**src/rtl/fetch_pkg.sv**
```systemverilog
// rtl/fetch_pkg.sv - shared types and defaults for the instruction fetch sequencer
//
// Holds the fetch FSM state encoding and the default address width, data width
// and reset PC. Imported by fetch_pc_reg and fetch_sequencer.
package fetch_pkg;

  localparam int ADDR_W_DEF = 5;
  localparam int DATA_W_DEF = 32;
  localparam int unsigned RESET_ADDR_DEF = 0;

  typedef enum logic [1:0] {
    ST_IDLE  = 2'd0,
    ST_REQ   = 2'd1,
    ST_STALL = 2'd2,
    ST_DRAIN = 2'd3
  } fetch_state_t;

endpackage

```
**src/rtl/fetch_pc_reg.sv**
```systemverilog
// rtl/fetch_pc_reg.sv - program counter register with load and increment controls
//
// Ports:
//   clk, reset  : rising-edge clock, asynchronous active-high reset (pc = RESET_ADDR)
//   load        : take load_addr (redirect); has priority over inc
//   load_addr   : redirect target
//   inc         : advance pc by one word, wrapping modulo 2^ADDR_W
//   pc          : current program counter
module fetch_pc_reg
  import fetch_pkg::*;
#(
  parameter int ADDR_W = ADDR_W_DEF,
  parameter int unsigned RESET_ADDR = RESET_ADDR_DEF
) (
  input  logic              clk,
  input  logic              reset,
  input  logic              load,
  input  logic [ADDR_W-1:0] load_addr,
  input  logic              inc,
  output logic [ADDR_W-1:0] pc
);

  always_ff @(posedge clk or posedge reset) begin
    if (reset) begin
      pc <= ADDR_W'(RESET_ADDR);
    end else if (load) begin
      pc <= load_addr;
    end else if (inc) begin
      pc <= pc + ADDR_W'(1);
    end
  end

endmodule

```
**src/rtl/fetch_sequencer.sv**
```systemverilog
// rtl/fetch_sequencer.sv - instruction fetch control: PC, imem request/ack, IF output, redirects
//
// Ports:
//   clk, reset              : rising-edge clock, asynchronous active-high reset
//   CE                      : fetch enable; 0 stops issuing new requests
//   stall_i                 : downstream cannot accept, hold IF output
//   redirect_valid/_addr    : taken branch/jump and its target PC
//   imem_req/imem_addr      : read request and address of the outstanding request
//   imem_ack/imem_data      : read data valid (same cycle or later) and instruction word
//   if_valid/if_pc/if_instr : IF/ID boundary output
//   fetch_cnt/flush_cnt     : saturating perf counters, only with FETCH_PERF_CNT_EN defined
module fetch_sequencer
  import fetch_pkg::*;
#(
  parameter int ADDR_W = ADDR_W_DEF,
  parameter int DATA_W = DATA_W_DEF,
  parameter int unsigned RESET_ADDR = RESET_ADDR_DEF
) (
  input  logic              clk,
  input  logic              reset,
  input  logic              CE,
  input  logic              stall_i,
  input  logic              redirect_valid,
  input  logic [ADDR_W-1:0] redirect_addr,
  output logic              imem_req,
  output logic [ADDR_W-1:0] imem_addr,
  input  logic              imem_ack,
  input  logic [DATA_W-1:0] imem_data,
`ifdef FETCH_PERF_CNT_EN
  output logic [15:0]       fetch_cnt,
  output logic [15:0]       flush_cnt,
`endif
  output logic              if_valid,
  output logic [ADDR_W-1:0] if_pc,
  output logic [DATA_W-1:0] if_instr
);

  fetch_state_t      state, next_state;
  logic [ADDR_W-1:0] pc;
  logic [ADDR_W-1:0] drain_addr;
  logic              accept;
  logic              out_blocked;

  assign out_blocked = if_valid && stall_i;

  fetch_pc_reg #(
    .ADDR_W    (ADDR_W),
    .RESET_ADDR(RESET_ADDR)
  ) u_pc (
    .clk      (clk),
    .reset    (reset),
    .load     (redirect_valid),
    .load_addr(redirect_addr),
    .inc      (accept),
    .pc       (pc)
  );

  always_ff @(posedge clk or posedge reset) begin
    if (reset) begin
      state <= ST_IDLE;
    end else begin
      state <= next_state;
    end
  end

  always_comb begin
    next_state = state;
    if (redirect_valid) begin
      // A request the memory has seen but not answered must be drained first.
      next_state = (imem_req && !imem_ack) ? ST_DRAIN : ST_REQ;
    end else begin
      case (state)
        ST_IDLE:  if (CE) next_state = ST_REQ;
        ST_REQ: begin
          if (!imem_req) begin
            next_state = ST_STALL;
          end else if (imem_ack) begin
            next_state = CE ? ST_REQ : ST_IDLE;
          end
        end
        ST_STALL: if (!stall_i) next_state = CE ? ST_REQ : ST_IDLE;
        ST_DRAIN: if (imem_ack) next_state = ST_REQ;
        default:  next_state = ST_IDLE;
      endcase
    end
  end

  // While a request is outstanding if_valid is always 0 (it was issued with the
  // output free and no ack refilled it), so out_blocked can only suppress a
  // request that has not yet been issued; req/addr stay stable until the ack.
  always_comb begin
    imem_req  = 1'b0;
    imem_addr = pc;
    case (state)
      ST_REQ:   imem_req = !out_blocked;
      ST_DRAIN: begin
        imem_req  = 1'b1;
        imem_addr = drain_addr;
      end
      default:  imem_req = 1'b0;
    endcase
  end

  assign accept = (state == ST_REQ) && imem_req && imem_ack && !redirect_valid;

  // Remember the wrong-path address; in DRAIN this re-captures the same value.
  always_ff @(posedge clk or posedge reset) begin
    if (reset) begin
      drain_addr <= ADDR_W'(RESET_ADDR);
    end else if (redirect_valid && imem_req && !imem_ack) begin
      drain_addr <= imem_addr;
    end
  end

  always_ff @(posedge clk or posedge reset) begin
    if (reset) begin
      if_valid <= 1'b0;
      if_pc    <= '0;
      if_instr <= '0;
    end else if (redirect_valid) begin
      if_valid <= 1'b0;
    end else if (accept) begin
      if_valid <= 1'b1;
      if_pc    <= pc;
      if_instr <= imem_data;
    end else if (!stall_i) begin
      if_valid <= 1'b0;
    end
  end

`ifdef FETCH_PERF_CNT_EN
  always_ff @(posedge clk or posedge reset) begin
    if (reset) begin
      fetch_cnt <= '0;
      flush_cnt <= '0;
    end else begin
      if (accept && fetch_cnt != 16'hFFFF) fetch_cnt <= fetch_cnt + 16'd1;
      if (redirect_valid && flush_cnt != 16'hFFFF) flush_cnt <= flush_cnt + 16'd1;
    end
  end
`else
  // Perf counters not built.
`endif

endmodule

```
**config.mk**
```make
export PLATFORM = sky130hd
export DESIGN_NAME = fetch_sequencer
export DESIGN_NICKNAME = d
export VERILOG_FILES = /design/src/rtl/fetch_pkg.sv /design/src/rtl/fetch_pc_reg.sv /design/src/rtl/fetch_sequencer.sv
export SDC_FILE = /design/constraint.sdc
export NUM_CORES = 1
export LEC_CHECK = 0
export ABC_CLOCK_PERIOD_IN_PS = 2200
export CAP_MARGIN = 15
export CORE_AREA = 2 2 86 88
export DETAILED_ROUTE_END_ITERATION = 7
export DIE_AREA = 0 0 88 90
export PLACE_DENSITY = 0.7
export SYNTH_ARGS = -nofsm -noshare
export SYNTH_HDL_FRONTEND = slang
export SYNTH_SLANG_ARGS = --single-unit
```
**constraint.sdc**
```tcl
create_clock -name clk -period 2.2 [get_ports clk]
set_input_delay 0.22 -clock clk [delete_from_list [all_inputs] [get_ports clk]]
set_output_delay 0.22 -clock clk [all_outputs]
set_load 0.05 [all_outputs]
```
==> run metrics <==
hpwl dp=3700 um; #FFs+latches synth=50; Final Hold Fails=0; Post-route DRC=0; H-tree depth=2; routed vias=1550; PD cells=1640 nW/um2; Starting Density=34.1%; Antenna diodes=0; Row Count=31; register area share after synthesis=52.2%; Setup Skew=0.00947 ns; peak supply drop=0.727 mV; post-synthesis cell type with the largest combined area=dfrtp_1; switching share of power=46.1%; final period utilization=91.4%; Async S/R FF share, synth=100%; Comb power frac=62.5%; Leakage=1.52 nW; antenna violation net count after detailed routing=0; Worst Setup Start Kind=register; Seq pwr share=28.2%; Int Pwr=3.06 mW; ranking of synthesized cells by area=dfrtp_1, mux2_4, mux2_2, ha_1, buf_12; initial antenna violation count=0; post-CTS setup buffer count=0; Fin Hold WS=0.245 ns; Worst Hold Class=primary input to async pin; status=finished, final reports clean; cell with the most instances after synthesis=dfrtp_1; CP Capture Type=primary output; total gr overflow=0; Slew @ Worst Pin=0.527 ns; cell count of the worst reg-to-reg path=7; CP arrival=1.79 ns; syn_nets=205; Boundary Pins=87; Total GRT Usage=13.4%; RSZ-0062 raised after global routing=false; Compound-Gate Fraction of Synth Area=4.60%; post-synthesis xor/xnor area fraction=1.46%; die height=90 um; NetSw=2.62 mW; fin nets=298; Num CTS Buffers=5; core outline area=7020 um2; top_reg_cell synth=dfrtp_1; CTS Hold Bufs=0; Setup TNS=0 ns; Post-synth EDFFs=0; Crit Path Category=register to primary output; die width=88 um; CTS resizes=0; clock tree buffer depth=2; pin count of the biggest net entering global routing=30; Max Cap Viol=0; Layout area overhead=44.4%; Post-Synth Adder-Cell Area=3.66%; Syn Area/Cell=15.5 um2; Vias/cell=4.45; Post-synth top cells=dfrtp_1, mux2_4, mux2_2; share of cells above drive strength 1=30.1%; simple-gate share of the synthesized area=5.64%; highest clock rate=497 MHz; Iter 0 DRT Violations=56; Slew Limit Fails=0; largest family of logic cells by synthesized area=multiplexers; TritonCTS clock tree=yes; vias in the first global route=1665; # setup viols final=0; # clock sinks=50; cell count after synthesis=155; Synth top area share=52.2%; crit path max fanout=5; Worst EP required=1.98 ns; Filler cells=635; DR WL/cell=14.2 um; clk root buf=clkbuf_8; GPL Wtd Cong=0.801; synthesized area=2390 um2; clock power share=9.2%; drt first pass iters=4; Distinct cells, synth=30; die area=7920 um2; worst-skew pair later-pin latency=0.30 ns; yosys warns=0; Routed WL=4930 um; Max-slew headroom=64.8%; Port Buffer Count=86; mux contribution to synthesized area=28.6%; CTS clk-pin slew, worst paths=0.10 ns; post-layout min period=2.01 ns; first-pass GRT wire length=8340 um
[through the flow]
step                power [mW]  instance area, um2  setup slack, ns  instances  utilization, %
detailed placement        5.19                3370            0.215        340            48.0
global route              5.99                3460           0.0401        348            49.3
CTS                       5.75                3460           0.0511        348            49.3
global placement          5.15                3370            0.268        340            48.0
finish                    5.68                3460            0.190        348            49.3
floorplan                 4.09                2390            0.238        155               -
[path summary, 6_finish.rpt]
kind	to	slack (ns)	from
setup reg to reg	if_instr[24]	0.23	state[1]
max in group asynchronous	if_instr[17]	1.42	reset
setup / recovery	imem_req	0.19	state[1]
min in group clk	u_pc.pc[2]	0.48	redirect_addr[2]
hold / removal	if_instr[12]	0.24	reset
hold reg to reg	drain_addr[4]	0.51	drain_addr[4]
[critical path, stage by stage, from the launching register on]
cell      delay (ns)
dfrtp_1         0.43
inv_1           0.12
ha_1            0.20
a21boi_1        0.31
nor2_1          0.09
nor2_1          0.19
buf_12          0.17
[power by group through the flow]
stage                     Combinational [mW]  Clock [mW]  Sequential [mW]
after global placement                  3.54           0             1.61
after CTS                               3.58       0.553             1.61
after global routing                    3.73       0.593             1.68
after floorplan                         1.27           0             2.82
final                                   3.55       0.524             1.60
after detailed placement                3.57           0             1.62
[layer usage]
layer,track usage (%),share of wire [%]
met1,18.0,45
met3,2.94,5.8
met2,21.0,48
met4,5.00,1.1
met5,0,0
[registers in the layout (all words and copies together) (netlist names)]
signal / flops
if_instr: 32
drain_addr: 5
if_pc: 5
u_pc.pc: 5
state: 2
if_valid: 1
[layout by cell type, fill, tap and decap left out, drive strengths merged, types with 2 or more instances in the layout]
master         netlist  final
buf                  4     11
nor2                 4      4
nand4                3      3
inv                  5      5
xor2                 3      3
o21ai                4      4
ha                   7      7
mux2                50     50
dfrtp               50     50
a21oi                2      2
clkdlybuf4s50        0     80
clkinv               0      2
clkbuf               1      5
and3                 2      2
nand2                6      6
[cell type report]
cell class / count / area, um2 / share of cell area (%)
clock inverters: 3 / 21.3 / 0.615
well taps: 99 / 124 / 3.58
flip-flops and latches: 50 / 1250 / 36.2
multi-input cells: 95 / 1050 / 30.5
inverters: 5 / 18.8 / 0.543
repair buffers: 91 / 921 / 26.6
clock buffers: 5 / 68.8 / 1.99
[cell families (layout without fill, tap and decap cells)]
kind of cell	Yosys count	in the layout
mux	51	51
flops	50	50
fa+ha+maj	7	7
simple gates	19	19
compound gates	14	14
xor+xnor	4	4
buf+inv	10	104
No activity file was read; power rests on OpenSTA's default activity.
